File: src/rtl/i2s_tx_avalon.sv
// I2S transmitter / clock master with Avalon-MM control and a stereo sample FIFO.
// Generates SCK and WS from CLK and shifts samples out MSB first on falling SCK.
module i2s_tx_avalon #(
    parameter int unsigned CLK_DIV    = 2,
    parameter int unsigned SLOT_BITS  = 32,
    parameter int unsigned DATA_W     = 18,
    parameter int unsigned FIFO_DEPTH = 8
) (
    input  logic        CLK,
    input  logic        RESET,
    input  logic        AVL_READ,
    input  logic        AVL_WRITE,
    input  logic        AVL_CS,
    input  logic [3:0]  AVL_ADDR,
    input  logic [31:0] AVL_WRITEDATA,
    output logic [31:0] AVL_READDATA,
    output logic        sck_out,
    output logic        ws_out,
    output logic        sd_out
);
    localparam int unsigned DW = (CLK_DIV > 1) ? $clog2(CLK_DIV) : 1;
    localparam int unsigned BW = (SLOT_BITS > 1) ? $clog2(2 * SLOT_BITS) : 1;
    localparam int unsigned AW = (FIFO_DEPTH > 1) ? $clog2(FIFO_DEPTH) : 1;
    localparam int unsigned LW = $clog2(FIFO_DEPTH + 1);

    localparam logic [DW-1:0] DIV_LAST = DW'(CLK_DIV - 1);
    localparam logic [BW-1:0] B_LAST   = BW'(2 * SLOT_BITS - 1);
    localparam logic [BW-1:0] SLOT_B   = BW'(SLOT_BITS);
    localparam logic [BW-1:0] WS_LO    = BW'(SLOT_BITS - 1);
    localparam logic [BW-1:0] WS_HI    = BW'(2 * SLOT_BITS - 2);

    typedef enum logic [1:0] {S_IDLE, S_RUN, S_DRAIN} state_e;

    state_e              state_q, state_d;
    logic [DW-1:0]       div_cnt_q, div_cnt_d;
    logic [BW-1:0]       bit_cnt_q, bit_cnt_d;
    logic                sck_q, sck_d, ws_q, ws_d, sd_q, sd_d;
    logic [DATA_W-1:0]   shl_q, shl_d, shr_q, shr_d;
    logic                enable_q, enable_d;
    logic                underrun_q, underrun_d, overflow_q, overflow_d;
    logic [DATA_W-1:0]   left_hold_q;

    logic [2*DATA_W-1:0] mem_q [FIFO_DEPTH];
    logic [AW-1:0]       wr_ptr_q, rd_ptr_q;
    logic [LW-1:0]       level_q;

    logic wr_en, wr_ctrl, wr_stat, wr_left, push_req, flush;
    logic full, empty, push_ok, ovf_set, pop, underrun_set;
    logic div_wrap, fall_tick, frame_start, drain_end, load, busy;
    logic [BW-1:0]       b_next;
    logic [2*DATA_W-1:0] head;
    logic [DATA_W-1:0]   load_l, load_r;
    logic                unused_wdata;

    assign unused_wdata = ^AVL_WRITEDATA;

    // Bus decode
    assign wr_en    = AVL_CS && AVL_WRITE;
    assign wr_ctrl  = wr_en && (AVL_ADDR == 4'd0);
    assign wr_stat  = wr_en && (AVL_ADDR == 4'd1);
    assign wr_left  = wr_en && (AVL_ADDR == 4'd2);
    assign push_req = wr_en && (AVL_ADDR == 4'd3);
    assign flush    = wr_ctrl && AVL_WRITEDATA[1];
    assign enable_d = wr_ctrl ? AVL_WRITEDATA[0] : enable_q;

    // Serializer timing
    assign busy        = (state_q != S_IDLE);
    assign div_wrap    = busy && (div_cnt_q == DIV_LAST);
    assign fall_tick   = div_wrap && sck_q;
    assign b_next      = (bit_cnt_q == B_LAST) ? '0 : bit_cnt_q + BW'(1);
    assign frame_start = fall_tick && (b_next == '0);
    assign drain_end   = frame_start && (state_q == S_DRAIN) && !enable_q;
    assign load        = frame_start && !drain_end;

    // FIFO control; a pop in the same cycle frees the slot for a push into a full FIFO
    assign full         = (level_q == LW'(FIFO_DEPTH));
    assign empty        = (level_q == '0);
    assign pop          = load && !empty;
    assign underrun_set = load && empty;
    assign push_ok      = push_req && !flush && (!full || pop);
    assign ovf_set      = push_req && !flush && full && !pop;
    assign head         = mem_q[rd_ptr_q];
    assign load_l       = pop ? head[2*DATA_W-1:DATA_W] : '0;
    assign load_r       = pop ? head[DATA_W-1:0] : '0;

    function automatic logic [AW-1:0] ptr_inc(input logic [AW-1:0] p);
        return (p == AW'(FIFO_DEPTH - 1)) ? '0 : p + AW'(1);
    endfunction

    always_ff @(posedge CLK) begin
        if (push_ok) begin
            mem_q[wr_ptr_q] <= {left_hold_q, AVL_WRITEDATA[DATA_W-1:0]};
        end
    end

    always_ff @(posedge CLK) begin
        if (RESET || flush) begin
            wr_ptr_q <= '0;
            rd_ptr_q <= '0;
            level_q  <= '0;
        end else begin
            if (push_ok) wr_ptr_q <= ptr_inc(wr_ptr_q);
            if (pop)     rd_ptr_q <= ptr_inc(rd_ptr_q);
            case ({push_ok, pop})
                2'b10:   level_q <= level_q + LW'(1);
                2'b01:   level_q <= level_q - LW'(1);
                default: level_q <= level_q;
            endcase
        end
    end

    // Sticky flags: a set in the same cycle as a W1C wins
    always_comb begin
        underrun_d = underrun_q;
        overflow_d = overflow_q;
        if (wr_stat && AVL_WRITEDATA[2]) underrun_d = 1'b0;
        if (wr_stat && AVL_WRITEDATA[3]) overflow_d = 1'b0;
        if (underrun_set) underrun_d = 1'b1;
        if (ovf_set)      overflow_d = 1'b1;
    end

    always_ff @(posedge CLK) begin
        if (RESET) begin
            enable_q    <= 1'b0;
            underrun_q  <= 1'b0;
            overflow_q  <= 1'b0;
            left_hold_q <= '0;
        end else begin
            enable_q   <= enable_d;
            underrun_q <= underrun_d;
            overflow_q <= overflow_d;
            if (wr_left) left_hold_q <= AVL_WRITEDATA[DATA_W-1:0];
        end
    end

    always_comb begin
        state_d   = state_q;
        div_cnt_d = div_cnt_q;
        bit_cnt_d = bit_cnt_q;
        sck_d     = sck_q;
        ws_d      = ws_q;
        sd_d      = sd_q;
        shl_d     = shl_q;
        shr_d     = shr_q;
        case (state_q)
            S_IDLE: begin
                div_cnt_d = '0;
                bit_cnt_d = B_LAST;
                sck_d     = 1'b0;
                ws_d      = 1'b0;
                sd_d      = 1'b0;
                if (enable_d) state_d = S_RUN;
            end
            default: begin
                if ((state_q == S_RUN) && !enable_q)  state_d = S_DRAIN;
                if ((state_q == S_DRAIN) && enable_q) state_d = S_RUN;
                div_cnt_d = div_wrap ? '0 : div_cnt_q + DW'(1);
                if (div_wrap) sck_d = ~sck_q;
                if (fall_tick) begin
                    bit_cnt_d = b_next;
                    ws_d      = (b_next >= WS_LO) && (b_next <= WS_HI);
                    if (drain_end) begin
                        state_d   = S_IDLE;
                        div_cnt_d = '0;
                        bit_cnt_d = B_LAST;
                        sck_d     = 1'b0;
                        ws_d      = 1'b0;
                        sd_d      = 1'b0;
                    end else if (b_next == '0) begin
                        sd_d  = load_l[DATA_W-1];
                        shl_d = load_l << 1;
                        shr_d = load_r;
                    end else if (b_next < SLOT_B) begin
                        sd_d  = shl_q[DATA_W-1];
                        shl_d = shl_q << 1;
                    end else begin
                        sd_d  = shr_q[DATA_W-1];
                        shr_d = shr_q << 1;
                    end
                end
            end
        endcase
    end

    always_ff @(posedge CLK) begin
        if (RESET) begin
            state_q   <= S_IDLE;
            div_cnt_q <= '0;
            bit_cnt_q <= B_LAST;
            sck_q     <= 1'b0;
            ws_q      <= 1'b0;
            sd_q      <= 1'b0;
            shl_q     <= '0;
            shr_q     <= '0;
        end else begin
            state_q   <= state_d;
            div_cnt_q <= div_cnt_d;
            bit_cnt_q <= bit_cnt_d;
            sck_q     <= sck_d;
            ws_q      <= ws_d;
            sd_q      <= sd_d;
            shl_q     <= shl_d;
            shr_q     <= shr_d;
        end
    end

    always_comb begin
        AVL_READDATA = '0;
        if (AVL_CS && AVL_READ) begin
            case (AVL_ADDR)
                4'd0: AVL_READDATA[0] = enable_q;
                4'd1: begin
                    AVL_READDATA[0]    = full;
                    AVL_READDATA[1]    = empty;
                    AVL_READDATA[2]    = underrun_q;
                    AVL_READDATA[3]    = overflow_q;
                    AVL_READDATA[15:8] = 8'(level_q);
                    AVL_READDATA[16]   = busy;
                end
                default: AVL_READDATA = '0;
            endcase
        end
    end

    assign sck_out = sck_q;
    assign ws_out  = ws_q;
    assign sd_out  = sd_q;
endmodule

File: config.mk
export PLATFORM = sky130hd
export DESIGN_NAME = i2s_tx_avalon
export DESIGN_NICKNAME = d
export VERILOG_FILES = /design/src/rtl/i2s_tx_avalon.sv
export SDC_FILE = /design/constraint.sdc
export NUM_CORES = 1
export LEC_CHECK = 0
export ABC_AREA = 1
export CORE_ASPECT_RATIO = 0.6
export CORE_UTILIZATION = 58
export CTS_CLUSTER_SIZE = 8
export DETAILED_ROUTE_END_ITERATION = 6
export PLACE_DENSITY = 0.78
export SYNTH_ARGS = -nofsm -noshare
export SYNTH_HDL_FRONTEND = slang
export SYNTH_SLANG_ARGS = --single-unit
File: constraint.sdc
create_clock -name CLK -period 5.1 [get_ports CLK]
set_input_delay 0.51 -clock CLK [delete_from_list [all_inputs] [get_ports CLK]]
set_output_delay 0.51 -clock CLK [all_outputs]
set_load 0.005 [all_outputs]
# --- Yosys cells after proc, flatten, opt, wreduce, memory -nomap -nowiden ---
# Memories as Yosys holds them, arrays and structs flattened. A register that Yosys moved wholly into a read port is not among the register bits.
# Index checks and enable logic that the tools add are counted.
word_totals:
  register_bits: 79
  mem_bits_rw: 288
  output_inout_bits: 35
  elab_cells: 125
  n_memories: 1
classes:
  add_sub_neg: 6
  n_lt_le_gt_ge: 3
  n_eq_ne: 13
  mux: 40
  bitwise: 3
  n_reduce_logical: 44
mem_list:
  columns: ["memory", "words", "word_bits", "rd", "rd_ports_with_merged_regs", "write_ports", "line_no", "source"]
  rows:
  - ["mem_q", 8, 36, 1, 1, 1, "43", "logic [2*DATA_W-1:0] mem_q [FIFO_DEPTH];"]
op_table:
  columns: ["op", "n"]
  rows:
  - ["$mux 18", 6]
  - ["$logic_and 1x1->1", 24]
  - ["$mux 1", 17]
  - ["$mux 17", 1]
  - ["$mux 3", 5]
  - ["$mux 2", 6]
  - ["$mux 6", 2]
  - ["$reduce_bool 2->1", 5]
  - ["$mux 9", 1]
  - ["$eq 4x2->1 const B", 2]
  - ["$logic_not 4->1", 2]
  - ["$pmux 4 s2", 1]
  - ["$reduce_and 4->1", 2]
  - ["$add 3x1->3 const B", 2]
  - ["$add 6x1->6 const B", 1]
  - ["$eq 3x3->1 const B", 2]
  - ["$eq 6x6->1 const B", 1]
  - ["$ge 6x5->1 const B", 1]
  - ["$le 6x6->1 const B", 1]
  - ["$logic_not 1->1", 6]
  - ["$logic_not 6->1", 1]
  - ["$lt 6x6->1 const B", 1]
  - ["$add 4x1->4 const B", 1]
  - ["$eq 2x1->1 const B", 2]
  - ["other kinds (11)", 16]

# --- Depth between registers and ports, before layout ---
# Gate-level depths: netlist (run 1).
depth:
  depth_word: 13
  mapped_depth: 22
  ltp_nobuf: 22

# --- Worst setup path after synthesis (run 1) ---
# Ideal clock, no wire load.
synth_timing:
  path_kind: "flip-flop to flip-flop"
  startpoint: "register bit_cnt_q[0]"
  endpoint: "memory mem_q[0][0] (netlist bit), enable pin"
  setup_ns: 0.429
  arrival_time_ns: 3.380
  path_slack_ns: 1.291
  stages_incl_launch_ff: 13
  path_buffers: 0
  synth_period_minus_slack_ns: 3.809
  path_cell_list: "dfxtp_1 -> ha_1 -> nand4_1 -> nand2_2 -> nand2_1 -> nor2_2 -> nand3_4 -> nor2_2 -> nand2_2 -> nand2_2 -> nand2_2 -> or2_1 -> nor2_1"
synth_via:
  elab_chain_len: 13
synth_rtl:
  columns: ["element", "line_no", "source"]
  rows:
  - ["start: declaration", "36", "logic [BW-1:0] bit_cnt_q, bit_cnt_d;"]
  - ["start signal: assignment", "198", "bit_cnt_q <= bit_cnt_d;"]
  - ["$add 6x1->6 or $eq 6x6->1 (tied branches)", "70", "assign b_next = (bit_cnt_q == B_LAST) ? '0 : bit_cnt_q + BW'(1);"]
  - ["$mux 6 (*)", "70", null]
  - ["$logic_not 6->1 (*)", "71", "assign frame_start = fall_tick && (b_next == '0);"]
  - ["$logic_and 1x1->1 (*)", "71", null]
  - ["$logic_and 1x1->1 (2 in a row)", "72", "assign drain_end = frame_start && (state_q == S_DRAIN) && !enable_q;"]
  - ["$logic_not 1->1", "73", "assign load = frame_start && !drain_end;"]
  - ["$logic_and 1x1->1 (*)", "73", null]
  - ["$logic_and 1x1->1 (*)", "78", "assign pop = load && !empty;"]
  - ["$logic_or 1x1->1 (*)", "80", "assign push_ok = push_req && !flush && (!full || pop);"]
  - ["$logic_and 1x1->1 (*)", "80", null]
  - ["$mux 1 (*)", "91", "if (push_ok) begin"]
  - ["$mux 1 (implied by the code) (*)", "92", "mem_q[wr_ptr_q] <= {left_hold_q, AVL_WRITEDATA[DATA_W-1:0]};"]
  - ["end: declaration", "43", null]
# Mark *: on every way between the ends. The rest lies on a longest branch, timed or not.

# --- Final worst setup path (run 1) ---
layout_timing:
  startpoint: "register bit_cnt_q[0]"
  endpoint: "memory mem_q[0][31] (netlist bit), enable pin"
# Same word-level chain as after synthesis.

==> reports/qor.txt, run 1 <==
Clock skew after layout = 0.01905 ns
Hold slack = 0.4136 ns
Critical Path AT = 4.16 ns
Unrepaired setup endpoints after global routing = no
Hold Path Sink = div_cnt_q$_SDFF_PP0_
FMAX = 256.8 MHz
Tmin final = 3.894 ns
CP Capture Type = register
R2r setup slk = 1.21 ns
Routed WL = 37,090 um
Post-CTS sizing = 0
Initial Utilization = 0.6024
Worst reg2reg path depth = 14
Yosys reg bits = 369
Placer congestion estimate = 0.8460
Crit path buffers/inverters = 3
WS Path Type = reg -> reg
GRT overflow = 0
DP Cell Count = 1,868
Post-CTS setup buffer count = 0
Post-synthesis cell count = 1,540
Fin. Hold Viols = 0
Clock root cell = clkbuf_16
DP HPWL = 21,060 um
Non-Filler Instances = 1,959
Worst slew pin tran = 1.053 ns
Mean routed wirelength per cell = 18.93 um
Pwr per Cell Area = 369.4 nW/um^2
Peak VDD IR = 0.2984 mV
Failing checks = DRC
Layout cells sized above 1 = 0.06725
Crit path cell chain = ha_1 > nand3_1 > nor2_1 > nor2_1 > inv_1 > nand3_4 > buf_4 > nor2_2 > nand2_2 > nand2_2 > nand2_2 > or2_1 > nor2_4 > buf_4
Initial antenna violation count = 2
CP startpoint kind = register
Die X = 213.1 um
Dpl ws = 1.264 ns
Vias after detailed routing = 11,020
Worst-Skew Late Latency = 0.58 ns
Total GRT Usage = 0.2806
DRC Markers = 2
LEAKAGE = 6.958 nW
Clk buf depth = 3
Routed vias/inst = 5.626
Hold Path Class = reg -> reg
RR Startpoint = bit_cnt_q[0]$_SDFFE_PP1N_
Core box area = 25,730 sq um
Final setup TNS = 0 ns
Placed cell areas = 16,130 sq um
Hold depth = 1
Clock Pin Slew Worst Setup and Hold Paths = 0.05 ns
Most common cell on crit path = nand2_2
Yosys warns = 0
Hold-fix buffers, CTS = 0
First-pass GRT wire length = 57,550 um
Fin nets = 1,623
Post-synth EDFFs = 288
Port Buffers = 38
Largest delay share family, worst path = simple AND/OR/NAND/NOR gates
Final Power = 6.510 mW
Yosys cell types = 39
Largest net degree at the start of global routing = 82
Total CTS buffers = 52
Fin worst setup slack = 1.206 ns
Slew Viols, Final = 0
Die Y = 128.6 um
Critical R2R Capture = mem_q[0][31]$_DFFE_PP_
Synth Flop Type = edfxtp_1
Stages on worst setup path = 14
Synthesized area = 15,500 sq um
Antenna-violating nets left = 0
Fin util = 0.6849
Clk sinks = 369
Hold Path Origin = div_cnt_q$_SDFF_PP0_
Syn Area/Cell = 10.07 sq um
Critical Path RT = 5.36 ns
Max-cap violation count = 0
Post-synthesis sequential area ratio = 0.6625
Worst-path fanout max = 43
# IOs = 76
CTS H-tree lvls = 2
Site Rows = 45
CTS tree = done
Ys async rst share = 0
First DRT Iteration DRCs = 1,069
DRT Pass-1 Iters = 7
Layout area overhead = 13.68%
Final instance area = 17,620 sq um
Slew Limit Headroom = 0.2970
Tcrit/Tclk final = 0.7636
CP max stage cell = nor2_4
Die area = 27,410 sq um
Crit-path max cell delay = 0.64 ns
Status = complete, but fails checks
Number of global-route vias before repair = 10,540
Setup-failing EPs final = 0
sequential cells by signal (all words and copies together), names as in the netlist, named ones only:
register and flops:
div_cnt_q 1, underrun_q 1, bit_cnt_q 6, state_q 2, shr_q 18, enable_q 1, ws_out 1, wr_ptr_q 3
mem_q 288, sd_out 1, rd_ptr_q 3, left_hold_q 18, overflow_q 1, shl_q 17, level_q 4, sck_out 1
report_power, final:
| group | leakage, nW | total, mW | internal [mW] | switching, mW |
|---|---|---|---|---|
| logic | 2.70 | 0.127 | 0.0332 | 0.0934 |
| clock network | 0.706 | 3.14 | 1.89 | 1.25 |
| registers | 3.55 | 3.24 | 3.24 | 0.00870 |
| total | 6.96 | 6.51 | 5.16 | 1.35 |
layout by cell type, fill, tap and decap left out, types with 38 or more instances in the layout:
cell	n
o21ai_0	40
edfxtp_1	288
nand2_1	447
a21oi_1	41
dfxtp_1	79
nor2_1	170
nand3_1	196
clkbuf_16	52
inv_1	71
clkdlybuf4s50_1	38
final cells by class:
type                    instances  area, sq um
diodes                          1        2.502
clock buffers                  86         1429
clock inverters                 4        56.30
fillers                      1902         8109
inverters                      74        280.3
multi-input cells            1012         4573
flip-flops and latches        369        10270
well taps                     352        440.4
repair buffers                 61        565.5
synth_stat cells, types with 3 or more instances:
cell type | n | area [sq um]
edfxtp_1 | 288 | 8648
clkbuf_1 | 52 | 195.2
o21ai_0 | 40 | 200.2
ha_1 | 12 | 150.1
nor2_1 | 178 | 668.1
a31oi_1 | 11 | 68.82
a21oi_1 | 41 | 205.2
inv_1 | 73 | 274.0
o22ai_1 | 5 | 31.28
dfxtp_1 | 81 | 1622
nand4_1 | 17 | 106.4
buf_2 | 12 | 60.06
nor2_2 | 3 | 18.77
xor2_1 | 3 | 26.28
nand3_1 | 196 | 980.9
buf_1 | 15 | 56.30
nand2_2 | 6 | 37.54
o21ai_1 | 4 | 20.02
buf_4 | 26 | 195.2
o221ai_1 | 4 | 35.03
nor3_1 | 3 | 15.01
nand2_1 | 447 | 1678
cells by family (layout without fill, tap and decap cells):
kind of cell	Yosys count	in the layout	synth area share
compound gates	113	113	0.04036
xor+xnor	3	3	0.001695
fa+ha+maj	12	12	0.009686
simple gates	861	861	0.2334
buf+inv	181	225	0.05206
flops	369	369	0.6625
other cells	1	24	0.0002419
layer usage:
metal / track usage / wire (um) / part of all wire / vias up
met5: 0 / 13 / 0.00035 / -
met2: 0.4185 / 16270 / 0.44 / 476
li1: - / - / - / 5233
met4: 0.1193 / 1336 / 0.036 / 2
met3: 0.07103 / 3655 / 0.099 / 102
met1: 0.3938 / 15810 / 0.43 / 5208
worst max path at each step:
| stage | from | endpoint |
|---|---|---|
| 2_1_floorplan | bit_cnt_q[0]$_SDFFE_PP1N_ | mem_q[0][0]$_DFFE_PP_ |
| 6_report | bit_cnt_q[0]$_SDFFE_PP1N_ | mem_q[0][31]$_DFFE_PP_ |
| 3_3_place_gp | bit_cnt_q[0]$_SDFFE_PP1N_ | mem_q[2][30]$_DFFE_PP_ |
| 3_5_place_dp | bit_cnt_q[0]$_SDFFE_PP1N_ | mem_q[0][32]$_DFFE_PP_ |
| 5_1_grt | bit_cnt_q[0]$_SDFFE_PP1N_ | mem_q[0][4]$_DFFE_PP_ |
| 4_1_cts | bit_cnt_q[0]$_SDFFE_PP1N_ | mem_q[0][31]$_DFFE_PP_ |
(Power assumes the default switching activity.)
==> run 2, diff against run 1 <==
==> constraint.sdc (replaced) <==
create_clock -name CLK -period 3.81 [get_ports CLK]
set_input_delay 0.381 -clock CLK [delete_from_list [all_inputs] [get_ports CLK]]
set_output_delay 0.381 -clock CLK [all_outputs]
set_load 0.005 [all_outputs]
==> run 2 against run 1 <==
Compared with the run above:
- the run now ends clean
- setup slack got worse by 0.71 ns
- flip-flop and latch count unchanged
- global-route usage increased by 0.36 points
- non-clock buffer count rose by 7
- cell count increased by 0.61%
- register-to-register slack worse by 0.71 ns
- power grew 35%
- fmax rose by 18%
- critical path depth is the same
- largest power group unchanged
==> reports/qor.txt, run 2 (synthesis gave the netlist of run 1 again) <==
First-pass GRT wire length = 58,410 um
Number of global-route vias before repair = 10,490
N_diodes = 0
Worst reg2reg path depth = 14
First DRT Iteration DRCs = 1,265
Hold Path Origin = div_cnt_q$_SDFF_PP0_
CP Capture Type = register
Commonest non-fill, non-tap cells in the layout = 447 x nand2_1, 288 x edfxtp_1, 196 x nand3_1
Die area = 27,410 sq um
# IOs = 76
RR Startpoint = bit_cnt_q[0]$_SDFFE_PP1N_
Vias after detailed routing = 11,150
Hold Path Class = reg -> reg
Placer congestion estimate = 0.8224
GRT overflow = 0
Fin util = 0.6923
Clk buf depth = 3
Routed WL = 37,580 um
Clock root cell = clkbuf_16
Routed vias/inst = 5.656
Layout cells sized above 1 = 0.07103
Pwr per Cell Area = 494.1 nW/um^2
Clock Pin Slew Worst Setup and Hold Paths = 0.05 ns
Worst-path fanout max = 14
Hold Path Sink = div_cnt_q$_SDFF_PP0_
Crit-path max cell delay = 0.57 ns
Tcrit/Tclk final = 0.8690
DRC Markers = 0
Initial Utilization = 0.6024
Slew Limit Headroom = 0.4077
R2r setup slk = 0.50 ns
Setup-failing EPs final = 0
CP max stage cell = nor2_4
Critical Path RT = 4.08 ns
LEAKAGE = 7.036 nW
WS Path Type = reg -> reg
Port Buffers = 38
Fin nets = 1,630
FMAX = 302.1 MHz
Clk sinks = 369
Total GRT Usage = 0.2842
Total CTS buffers = 52
Max reg flops = 288
DRT Pass-1 Iters = 6
Max-cap violation count = 0
CTS tree = done
Top flop regs = mem_q x288, left_hold_q x18, shr_q x18
Most common cell on crit path = nand2_2
Site Rows = 45
Fin worst setup slack = 0.4993 ns
Crit path cell chain = ha_1 > nand4_1 > nand2_2 > nand2_1 > nor2_2 > nand3_4 > nor2_2 > nand2_2 > nand2_2 > nand2_2 > inv_1 > nand2_1 > nor2_4 > buf_12
Unrepaired setup endpoints after global routing = no
Peak VDD IR = 0.3375 mV
Final setup TNS = 0 ns
Hold depth = 1
Hold-fix buffers, CTS = 0
Post-CTS sizing = 0
Clock skew after layout = 0.01991 ns
CTS H-tree lvls = 2
Antenna-violating nets left = 0
Dpl ws = 0.5703 ns
Status = finished clean
Mean routed wirelength per cell = 19.06 um
Critical Path AT = 3.58 ns
Die Y = 128.6 um
Tmin final = 3.311 ns
Slew Viols, Final = 0
Core box area = 25,730 sq um
Post-CTS setup buffer count = 0
Critical R2R Capture = mem_q[7][16]$_DFFE_PP_
Worst slew pin tran = 0.8885 ns
Largest net degree at the start of global routing = 85
Worst-Skew Late Latency = 0.57 ns
CP startpoint kind = register
Most flop-heavy register = mem_q
Initial antenna violation count = 0
Most common cell after layout, fill and taps aside = nand2_1
Layout area overhead = 14.92%
Die X = 213.1 um
Fin. Hold Viols = 0
DP HPWL = 19,730 um
-- run 2: cell count changes in the layout (fill, tap and decap cells not counted), sizes merged --
cell    delta
clkbuf     +8
inv        -2
buf        +7
diode      -1
-- run 2: layer usage --
metal  up-vias  part of all wire  GRT usage
met5         -                 0          0
met4         0             0.020    0.08760
met3        67             0.091    0.05687
met2       514              0.46     0.4453
met1      5311              0.43     0.4037
li1       5255                 -          -
-- run 2: worst max path at each step --
stage	to	depth (start not counted)	from
2_1_floorplan	mem_q[0][0]$_DFFE_PP_	12	bit_cnt_q[0]$_SDFFE_PP1N_
3_5_place_dp	mem_q[7][11]$_DFFE_PP_	14	bit_cnt_q[0]$_SDFFE_PP1N_
3_3_place_gp	mem_q[7][16]$_DFFE_PP_	14	bit_cnt_q[0]$_SDFFE_PP1N_
6_report	mem_q[7][16]$_DFFE_PP_	14	bit_cnt_q[0]$_SDFFE_PP1N_
5_1_grt	level_q[3]$_SDFFE_PP0P_	20	bit_cnt_q[0]$_SDFFE_PP1N_
4_1_cts	mem_q[7][11]$_DFFE_PP_	14	bit_cnt_q[0]$_SDFFE_PP1N_
-- run 2: cell type report --
| cell class | count | area [sq um] |
|---|---|---|
| clock inverter | 2 | 25.02 |
| tap | 352 | 440.4 |
| multi-input combinational | 1012 | 4573 |
| fill | 1858 | 7918 |
| timing repair buffer | 68 | 718.2 |
| sequential | 369 | 10270 |
| inverter | 74 | 280.3 |
| clock buffer | 94 | 1501 |
-- run 2: metrics by stage --
| step | cell area, sq um | power [mW] | hold WS [ns] | instances |
|---|---|---|---|---|
| detailed placement | 16290 | 4.598 | 0.4135 | 1875 |
| global placement | 16290 | 4.592 | 0.4019 | 1875 |
| finish | 17810 | 8.802 | 0.4154 | 1971 |
| global route | 17810 | 9.042 | 0.4435 | 1971 |
| CTS | 17810 | 8.844 | 0.4210 | 1971 |
| floorplan | 15580 | 4.519 | 0.3895 | 1562 |
-- run 2: critical path: cells and delay by family, from the launching register on --
kind,cells,cell delay (ns)
adder cells (fa/ha/maj),1,0.27
buffers and inverters,2,0.36
flip-flops,1,0.51
AND/OR/NAND/NOR,11,1.87
-- run 2: where the power goes --
part           leakage, nW  internal (mW)  switching (mW)
sequential            3.55           4.33          0.0114
combinational         2.76         0.0505           0.134
clock                0.724           2.63            1.65
